**config.mk**
```make
export PLATFORM = sky130hd
export DESIGN_NAME = rx_frame_parser
export DESIGN_NICKNAME = d
export VERILOG_FILES = /design/src/rtl/rx_frame_parser.sv
export SDC_FILE = /design/constraint.sdc
export NUM_CORES = 1
export LEC_CHECK = 0
export ABC_AREA = 0
export BUFFER_PORTS_ARGS = -buffer_cell sky130_fd_sc_hd__buf_2
export CORE_UTILIZATION = 52
export DETAILED_ROUTE_END_ITERATION = 7
export GPL_ROUTABILITY_DRIVEN = 0
export PLACE_DENSITY = 0.76
export REMOVE_ABC_BUFFERS = 1
export SYNTH_ARGS = -nofsm -noshare
export SYNTH_HDL_FRONTEND = slang
export SYNTH_SLANG_ARGS = --single-unit
```
**constraint.sdc**
```tcl
create_clock -name switch_clk -period 3.1 [get_ports switch_clk]
set_input_delay 0.465 -clock switch_clk [delete_from_list [all_inputs] [get_ports switch_clk]]
set_output_delay 0.465 -clock switch_clk [all_outputs]
set_load 0.03 [all_outputs]
```
**src/rtl/rx_frame_parser.sv**
```systemverilog
// rx_frame_parser: receive framing after the CDC FIFO; preamble/SFD check, header extraction,
// FCS residue and length checks, optional FCS strip, valid/ready output and saturating stats.
module rx_frame_parser #(
  parameter int PREAMBLE_LEN  = 7,
  parameter int MIN_FRAME_LEN = 64,
  parameter int MAX_FRAME_LEN = 1518,
  parameter bit STRIP_FCS     = 1'b1,
  parameter int CNT_WIDTH     = 32
) (
  input  logic                 switch_clk,
  input  logic                 switch_rst_n,
  input  logic [7:0]           in_data,
  input  logic                 in_valid,
  input  logic                 in_last,
  input  logic                 in_err,
  output logic                 in_ready,
  output logic [7:0]           out_data,
  output logic                 out_valid,
  input  logic                 out_ready,
  output logic                 out_sof,
  output logic                 out_eof,
  output logic [2:0]           out_err_code,
  output logic [47:0]          mac_dst_addr_o,
  output logic [47:0]          mac_src_addr_o,
  output logic [15:0]          ethertype_o,
  output logic                 hdr_valid_o,
  output logic [CNT_WIDTH-1:0] stat_frames_ok,
  output logic [CNT_WIDTH-1:0] stat_frames_err,
  output logic [CNT_WIDTH-1:0] stat_crc_err,
  output logic [CNT_WIDTH-1:0] stat_len_err,
  output logic [CNT_WIDTH-1:0] stat_preamble_err
);
  localparam logic [1:0] IDLE = 2'd0, PRE = 2'd1, BODY = 2'd2, DROP = 2'd3;
  localparam int LW = $clog2(MAX_FRAME_LEN + 2);
  localparam int PW = $clog2(PREAMBLE_LEN + 1);
  localparam logic [PW-1:0] PRE_MAX = PW'(PREAMBLE_LEN);
  localparam logic [LW-1:0] LEN_MIN = LW'(MIN_FRAME_LEN);
  localparam logic [LW-1:0] LEN_GIANT = LW'(MAX_FRAME_LEN + 1);

  logic [1:0] state_q, state_d;
  logic [PW-1:0] pre_q, pre_d;
  logic [31:0] crc_q, crc_n, dl_q;
  logic [LW-1:0] len_q, len_n;
  logic [103:0] hdr_q;
  logic [111:0] hdr_full;
  logic [2:0] err_n;
  logic phy_q, sof_pend_q, acc, body_acc, fin, giant, end_ev, emit, pre_err_ev;

  function automatic logic [31:0] crc_byte(input logic [31:0] c, input logic [7:0] d);
    logic [31:0] r;
    r = c ^ {24'd0, d};
    for (int i = 0; i < 8; i++) r = r[0] ? (r >> 1) ^ 32'hEDB88320 : r >> 1;
    return r;
  endfunction

  function automatic logic [CNT_WIDTH-1:0] sat(input logic [CNT_WIDTH-1:0] c, input logic en);
    return (en && !(&c)) ? c + 1'b1 : c;
  endfunction

  assign in_ready = (state_q != BODY) || !out_valid || out_ready;
  assign acc = in_valid && in_ready;
  assign body_acc = acc && state_q == BODY;
  assign crc_n = crc_byte(crc_q, in_data);
  assign len_n = len_q + 1'b1;
  assign fin = body_acc && in_last;
  assign giant = body_acc && !in_last && len_n == LEN_GIANT;
  assign end_ev = fin || giant;
  assign err_n = {phy_q | in_err, (fin && len_n < LEN_MIN) || giant, fin && crc_n != 32'hDEBB20E3};
  // With stripping, a byte only leaves once four newer bytes sit behind it.
  assign emit = body_acc && (!STRIP_FCS || len_q >= LW'(4));
  assign hdr_full = {hdr_q, in_data};
  assign pre_err_ev = acc && state_q == PRE && state_d != BODY && state_d != PRE;

  always_comb begin
    state_d = state_q;
    pre_d = pre_q;
    if (acc)
      case (state_q)
        IDLE: if (in_data == 8'h55) begin
          state_d = PRE;
          pre_d = PW'(1);
        end
        PRE: if (in_last) state_d = IDLE;
          else if (in_data == 8'hD5) state_d = BODY;
          else if (in_data == 8'h55 && pre_q < PRE_MAX) pre_d = pre_q + 1'b1;
          else state_d = DROP;
        BODY: state_d = in_last ? IDLE : giant ? DROP : BODY;
        default: state_d = in_last ? IDLE : DROP;
      endcase
  end

  always_ff @(posedge switch_clk or negedge switch_rst_n)
    if (!switch_rst_n) begin
      state_q <= IDLE;
      pre_q <= '0;
      crc_q <= '0;
      dl_q <= '0;
      len_q <= '0;
      hdr_q <= '0;
      phy_q <= 1'b0;
      sof_pend_q <= 1'b0;
      out_data <= '0;
      out_valid <= 1'b0;
      out_sof <= 1'b0;
      out_eof <= 1'b0;
      out_err_code <= '0;
      mac_dst_addr_o <= '0;
      mac_src_addr_o <= '0;
      ethertype_o <= '0;
      hdr_valid_o <= 1'b0;
      stat_frames_ok <= '0;
      stat_frames_err <= '0;
      stat_crc_err <= '0;
      stat_len_err <= '0;
      stat_preamble_err <= '0;
    end else begin
      state_q <= state_d;
      pre_q <= pre_d;
      if (acc) phy_q <= (state_q == IDLE ? 1'b0 : phy_q) | in_err;
      if (acc && state_q == PRE && state_d == BODY) begin
        crc_q <= '1;
        len_q <= '0;
        dl_q <= '0;
        sof_pend_q <= 1'b1;
      end
      if (body_acc) begin
        crc_q <= crc_n;
        len_q <= len_n;
        dl_q <= {dl_q[23:0], in_data};
        if (len_q < LW'(14)) hdr_q <= hdr_full[103:0];
      end
      hdr_valid_o <= body_acc && !in_last && len_n == LW'(14);
      if (body_acc && !in_last && len_n == LW'(14)) begin
        mac_dst_addr_o <= hdr_full[111:64];
        mac_src_addr_o <= hdr_full[63:16];
        ethertype_o <= hdr_full[15:0];
      end
      if (emit) begin
        out_valid <= 1'b1;
        out_data <= STRIP_FCS ? dl_q[31:24] : in_data;
        out_sof <= sof_pend_q;
        out_eof <= end_ev;
        out_err_code <= end_ev ? err_n : 3'b000;
        sof_pend_q <= 1'b0;
      end else if (out_ready) out_valid <= 1'b0;
      stat_frames_ok <= sat(stat_frames_ok, end_ev && err_n == 3'b000);
      stat_frames_err <= sat(stat_frames_err, end_ev && err_n != 3'b000);
      stat_crc_err <= sat(stat_crc_err, end_ev && err_n[0]);
      stat_len_err <= sat(stat_len_err, end_ev && err_n[1]);
      stat_preamble_err <= sat(stat_preamble_err, pre_err_ev);
    end
endmodule

```
==> results of run 1 <==
[worst reg2reg max path, stage by stage, from the launching register on]
cell     delay [ns]
dfrtp_1        0.35
ha_2           0.21
nand3_4        0.08
xnor2_2        0.13
or3_1          0.39
or4b_4         0.52
o21ai_4        0.17
a21oi_2        0.07
or3b_4         0.47
buf_12         0.18
nor4b_2        0.35
xor2_1         0.17
[metal layers]
layer,up-vias,share of wire [%],track usage (%)
li1,7068,-,-
met1,7755,44,32.9
met2,367,49,39.1
met3,84,4.7,3.76
met4,2,2.4,7.81
met5,-,0.031,0
[sequential cells by signal, summed over array words and instances (netlist names), 2 cells and up]
signal             cells
out_data               8
stat_frames_err       32
dl_q                  32
stat_crc_err          32
stat_len_err          32
ethertype_o           16
mac_src_addr_o        48
pre_q                  3
hdr_q                104
len_q                 11
stat_preamble_err     32
out_err_code           3
stat_frames_ok        32
mac_dst_addr_o        48
crc_q                 32
state_q                2
[repair_timing]
| action | CTS | global route |
|---|---|---|
| buffers inserted | 2 | 11 |
| hold buffers | 1 | 0 |
| endpoints found under the hold margin | 57 | 0 |
| resized for setup | 32 | 93 |
| pin swaps | 5 | 37 |
| cloned | 0 | 4 |
| setup endpoints to repair | 76 | 169 |
[Yosys cell counts (3+ instances only)]
cell / number / share of area (%)
nor2_1: 53 / 0.94
a211oi_1: 4 / 0.14
nor2b_1: 9 / 0.26
o31ai_1: 8 / 0.28
clkbuf_1: 66 / 1.2
a21oi_1: 35 / 0.82
nor4b_1: 4 / 0.16
or3_1: 4 / 0.12
o22ai_1: 3 / 0.088
buf_1: 7 / 0.12
and3_1: 40 / 1.2
xnor2_2: 8 / 0.61
buf_2: 7 / 0.16
dfrtp_1: 473 / 56
xor2_1: 92 / 3.8
nand2_1: 165 / 2.9
nor3_1: 82 / 1.9
mux2i_1: 8 / 0.38
nor4_1: 16 / 0.47
xnor2_1: 119 / 4.9
and4_1: 29 / 1.2
mux2_2: 231 / 12
o21ai_0: 65 / 1.5
nand4_1: 44 / 1.3
nand3_1: 73 / 1.7
nor3_2: 7 / 0.33
a31oi_1: 3 / 0.088
inv_1: 16 / 0.28
xnor2_4: 3 / 0.39
nand2b_1: 11 / 0.32
xnor3_1: 16 / 1.7
nand4b_1: 3 / 0.12
ha_1: 11 / 0.65
and2_1: 18 / 0.53
[through the flow]
stage	cells	TNS, ns	cell area [um^2]
floorplan	1687	-1622.23	21000
global placement	2654	-4.11	24500
detailed placement	2654	-11.78	24500
CTS	2744	-0.131	26300
global route	2760	-5.44	27000
finish	2760	-0.288	27000
[layout make-up]
class,instances,area [um^2]
repair buffers,460,3070
multi-input cells,1197,9710
well taps,525,657
clock inverters,16,221
diodes,1,2.50
fillers,2860,13000
clock buffers,71,1430
inverters,17,63.8
flip-flops and latches,473,11800
[worst min path at each step]
| stage | from | depth (start not counted) | slack [ns] | end |
|---|---|---|---|---|
| 2_1_floorplan | switch_rst_n | 0 | 0.17 | crc_q[0] |
| 3_3_place_gp | out_err_code[2] | 2 | 0.46 | out_err_code[2] |
| 3_5_place_dp | dl_q[9] | 2 | 0.47 | dl_q[17] |
| 4_1_cts | in_err | 3 | 0.17 | phy_q |
| 5_1_grt | in_err | 3 | 0.19 | phy_q |
| 6_report | in_err | 3 | 0.20 | phy_q |
[report_power, final]
group,switching [mW],internal (mW)
combinational,3.71,3.98
sequential,0.701,7.00
clock,2.41,3.61
[placed cells by master (no fill, tap or decap), drive strengths merged, types with 53 or more instances in the layout]
cell,instances
buf,455
clkbuf,75
dfrtp,473
mux2,233
nand2,165
nand3,73
nor2,53
nor3,90
o21ai,67
xnor2,130
xor2,93
[cells by family after synthesis]
family / synth area share, %
muxes: 12.7
adders and majority gates: 0.647
xor gates and xnor gates: 11.6
and+or+nand+nor: 14.1
AOI/OAI and AO/OA: 3.52
DFF: 55.7
buffers and inverters: 1.75
==> impl_metrics.csv, run 1 <==
group,metric,value,unit
yosys,synth_seq_area_share,55.7,%
detailed_routing,dr_total_vias,15300,
setup_path,timing.reg2reg.setup_slack,-0.08,ns
global_routing,grt_overflow_total,0,
detailed_routing,detail_route.drc_violations,0,
setup_path,worstPathArrival,3.67,ns
detailed_routing,drt_iter0_drc,860,
yosys,ys_types,60,
yosys,yosys_warnings,0,
setup_path,required,3.59,ns
sta,fin_ws,-0.0755,ns
die,fp.dieH,204,um
detailed_routing,via_per_inst,5.53,
die,die_x,204,um
setup_path,rr_endpoint,"stat_preamble_err[22]",
outcome,status,"finished, violations left",
detailed_routing,totalWireLength,51100,um
global_routing,grt_usage,24.0,%
outcome,violations,"negative setup slack",
setup_path,cp_max_fo,8,
layout,syn_to_final_growth,26.9,%
sta,period_needed,3.18,ns
sta,maxSlewHeadroom,36.3,%
setup_path,crit_chain,"ha_2, nand3_4, xnor2_2, or3_1, or4b_4, o21ai_4, a21oi_2, or3b_4, buf_12, nor4b_2, xor2_1",
sta,finClkSkew,0.0146,ns
layout,finish.utilization,67.5,%
die,num_rows,73,
die,core-area,40000,um^2
cts,htree_levels,2,
yosys,dominantRegCellSynth,"dfrtp_1",
run,maxCapViolations,0,
global_routing,grt_start_max_net_pins,79,
power,powerDensity,793,nW/um^2
setup_path,criticalPathCategory,"reg2reg",
power,vdd_ir_drop_max,0.557,mV
placed_design,dp_hpwl,34200,um
placed_design,portBuffers,301,
setup_path,worstSetupEndpoint,"stat_preamble_err[22]",
yosys,synthArstFlopShare,100,%
global_routing,grt_antenna_before_repair,2,
placed_design,dp_slack,-0.209,ns
sta,whs,0.203,ns
die,initial_core_util,53.2,%
sta,max_slew.worst_pin.slew,0.956,ns
die,fp.dieArea,41700,um^2
sta,maxSlewViolCount,0,
setup_path,path_delay_family,"simple AND/OR/NAND/NOR gates",
setup_path,crit_slowest_cell,"or4b_4",
global_routing,grt_pass1_vias,15200,
sta,hold_violations,0,
layout,drive_gt1_share,39.1,%
detailed_routing,wl_per_cell,18.5,um
detailed_routing,drtAntennaViolNets,0,
yosys,synth_seq_cells,473,
setup_path,timing.rr.start,"len_q[1]",
layout,nets,2222,
cts,clk_latency,0.58,ns
yosys,postSynthCellCount,1767,
die,io_pins,302,
sta,fmax,0.315,GHz
cts,cts_root_buffer,"clkbuf_16",
sta,min_period_over_period,102,%
sta,rsz0062_at_grt,"yes",
power,total_power,21.4,mW
cts,clk_transition_reported_paths,0.06,ns
cts,cts_buffer_depth,3,
detailed_routing,first_pass_iters,5,
setup_path,critical_path.endpoint_type,"flip-flop",
yosys,synth_edf_count,0,
cts,cts_buffers,48,
yosys,syn_avg_cell_area,12.0,um^2
setup_path,critPathMaxStageDelay,0.52,ns
cts,cts.sinks,473,
global_routing,grt_pass1_wl,80400,um
yosys,synth_area,21300,um^2
cts,cts_tree,"built",
setup_path,startpoint,"len_q[1]",
setup_path,cp.depth,11,
setup_path,crit_buf_inv,1,
worst_hold_path,hp-class,"in2reg",
power,leakagePower,13.7,nW
setup_path,startpoint_type,"flip-flop",
setup_path,rr_worst_depth,11,
sta,setup_violations,9,
Note: power is estimated with default switching activity, not from simulation.
==> inputs of run 2 (changes only) <==
--- a/config.mk
+++ b/config.mk
@@ -6,7 +6,9 @@
 export NUM_CORES = 1
 export LEC_CHECK = 0
 export ABC_AREA = 0
+export ABC_CLOCK_PERIOD_IN_PS = 3100
 export BUFFER_PORTS_ARGS = -buffer_cell sky130_fd_sc_hd__buf_2
+export CORE_MARGIN = 5
 export CORE_UTILIZATION = 52
 export DETAILED_ROUTE_END_ITERATION = 7
 export GPL_ROUTABILITY_DRIVEN = 0
==> impl_metrics.csv, run 2 (synthesis results as in run 1) <==
group,metric,value,unit
outcome,status,"finished, violations left",
outcome,violations,"negative setup slack",
power,leakagePower,14.0,nW
sta,hold_violations,0,
run,maxCapViolations,0,
cts,clk_transition_reported_paths,0.06,ns
die,num_rows,74,
cts,htree_levels,2,
setup_path,worstPathArrival,3.66,ns
global_routing,globalRouteMet3Util,4.90,%
setup_path,startpoint_type,"flip-flop",
global_routing,grt_pass1_wl,82600,um
detailed_routing,dr_total_vias,15500,
setup_path,crit_chain,"ha_2, nand3_2, xnor2_1, or3_1, or4b_4, o21ai_4, a21oi_2, or3b_4, buf_12, buf_12, nor3_4, xor2_1",
setup_path,critPathMaxStageDelay,0.52,ns
detailed_routing,first_pass_iters,5,
detailed_routing,drt_iter0_drc,896,
cts,cts_tree,"built",
sta,finClkSkew,0.0210,ns
worst_hold_path,hp-class,"in2reg",
placed_design,placed_area,24500,um^2
power,powerDensity,776,nW/um^2
cts,clk_latency,0.60,ns
detailed_routing,wl_per_cell,19.1,um
die,die_x,212,um
placed_design,portBuffers,301,
die,io_pins,302,
setup_path,required,3.61,ns
global_routing,grt_use_met1,31.2,%
setup_path,cp_common_cell,"buf_12",
placed_design,dp_hpwl,34600,um
global_routing,grt_overflow_total,0,
layout,nets,2227,
sta,fmax,0.317,GHz
layout,fill_cells,2913,
sta,maxSlewViolCount,0,
cts,cts_buffers,51,
layout,largest_reg_flops,104,
global_routing,grt_usage,22.3,%
sta,whs,0.187,ns
detailed_routing,totalWireLength,52800,um
cts,cts.sinks,473,
detailed_routing,detail_route.drc_violations,0,
placed_design,dp_slack,-0.241,ns
setup_path,crit_slowest_cell,"or4b_4",
global_routing,busiest_layer,"met2",
setup_path,cp_max_fo,7,
global_routing,grt_antenna_before_repair,3,
die,fp.dieArea,45000,um^2
sta,max_slew.worst_pin.slew,1.08,ns
sta,rsz0062_at_grt,"yes",
global_routing,grt_start_max_net_pins,103,
cts,cts_root_buffer,"clkbuf_16",
die,core-area,40600,um^2
detailed_routing,via_per_inst,5.58,
sta,maxSlewHeadroom,27.5,%
layout,top_regs,"hdr_q (104), mac_dst_addr_o (48), mac_src_addr_o (48)",
sta,fin_ws,-0.0524,ns
detailed_routing,drtAntennaViolNets,0,
die,fp.dieH,212,um
cts,cts_buffer_depth,3,
sta,period_needed,3.15,ns
setup_path,criticalPathCategory,"reg2reg",
layout,syn_to_final_growth,29.0,%
layout,layout_commonest_cell,"dfrtp_1",
sta,min_period_over_period,102,%
global_routing,use_met2,35.8,%
global_routing,grt_pass1_vias,15400,
sta,setup_violations,32,
layout,fin_area,27400,um^2
layout,final_cell_mix,"473 x dfrtp_1, 300 x buf_2, 230 x mux2_2, 162 x nand2_1, 121 x buf_4",
die,initial_core_util,52.3,%
setup_path,critical_path.endpoint_type,"flip-flop",
layout,drive_gt1_share,40.5,%
layout,largest_register,"hdr_q",
power,vdd_ir_drop_max,0.562,mV
==> run 2: cell count changes in the layout (fill, tap and decap cells not counted), sizes merged <==
cell and delta:
bufinv -1, clkbuf +3, clkinv +1, inv +2
==> run 2: metal layers <==
layer | share of wire, % | vias to the layer above
li1 | - | 7083
met1 | 43 | 7816
met2 | 48 | 463
met3 | 6.6 | 95
met4 | 2.8 | 4
met5 | 0.040 | -
==> run 2: timing repair <==
item | CTS | global route
hold buffers | 1 | 0
endpoints found under the setup margin | 85 | 141
setup buffers | 3 | 9
hold endpoints to repair | 90 | 0
gates cloned | 1 | 7
pin swaps | 4 | 86
gates resized for setup | 30 | 156
==> run 2: critical path: cells and delay by family (launching register included) <==
kind / cells / cell delay (ns)
AOI/OAI and AO/OA: 2 / 0.26
and+or+nand+nor: 5 / 1.60
buffers and inverters: 2 / 0.33
xor gates and xnor gates: 2 / 0.30
adders and majority gates: 1 / 0.19
DFF: 1 / 0.36
==> run 2: metrics by stage <==
| step | setup TNS (ns) | utilization, % | total power [mW] | instances |
|---|---|---|---|---|
| after floorplan | -1622.23 | - | 12.0 | 1687 |
| after global placement | -6.34 | 60.2 | 14.5 | 2662 |
| after detailed placement | -12.43 | 60.2 | 14.7 | 2662 |
| after CTS | 0 | 65.0 | 21.1 | 2757 |
| after global routing | -9.18 | 67.5 | 22.4 | 2771 |
| final | -0.778 | 67.5 | 21.3 | 2772 |
==> run 2: final timing paths <==
kind | cells past startpoint | to | startpoint | slack, ns
worst min register to register | 2 | out_err_code[2] | out_err_code[2] | 0.48
worst min-delay path | 3 | phy_q | in_err | 0.19
max in group asynchronous | 3 | stat_preamble_err[18] | switch_rst_n | 1.68
min in group asynchronous | 2 | mac_dst_addr_o[41] | switch_rst_n | 0.54
worst max register to register | 12 | stat_preamble_err[28] | len_q[0] | -0.05
worst max-delay path | 12 | stat_preamble_err[28] | len_q[0] | -0.05
==> run 2: layout make-up <==
class | count | area, um^2 | share of cell area (%)
flip-flops and latches | 473 | 11800 | 43.2
multi-input cells | 1197 | 10000 | 36.5
repair buffers | 462 | 3140 | 11.5
clock buffers | 72 | 1480 | 5.38
well taps | 532 | 666 | 2.43
clock inverters | 18 | 236 | 0.862
inverters | 17 | 63.8 | 0.233
diodes | 1 | 2.50 | 0.00912
==> run 2: report_power, final <==
part | switching, mW | internal, mW | leakage (nW)
Sequential | 0.668 | 7.00 | 6.41
Clock | 2.48 | 3.66 | 0.842
Combinational | 3.63 | 3.84 | 6.75
Total | 6.78 | 14.5 | 14.0
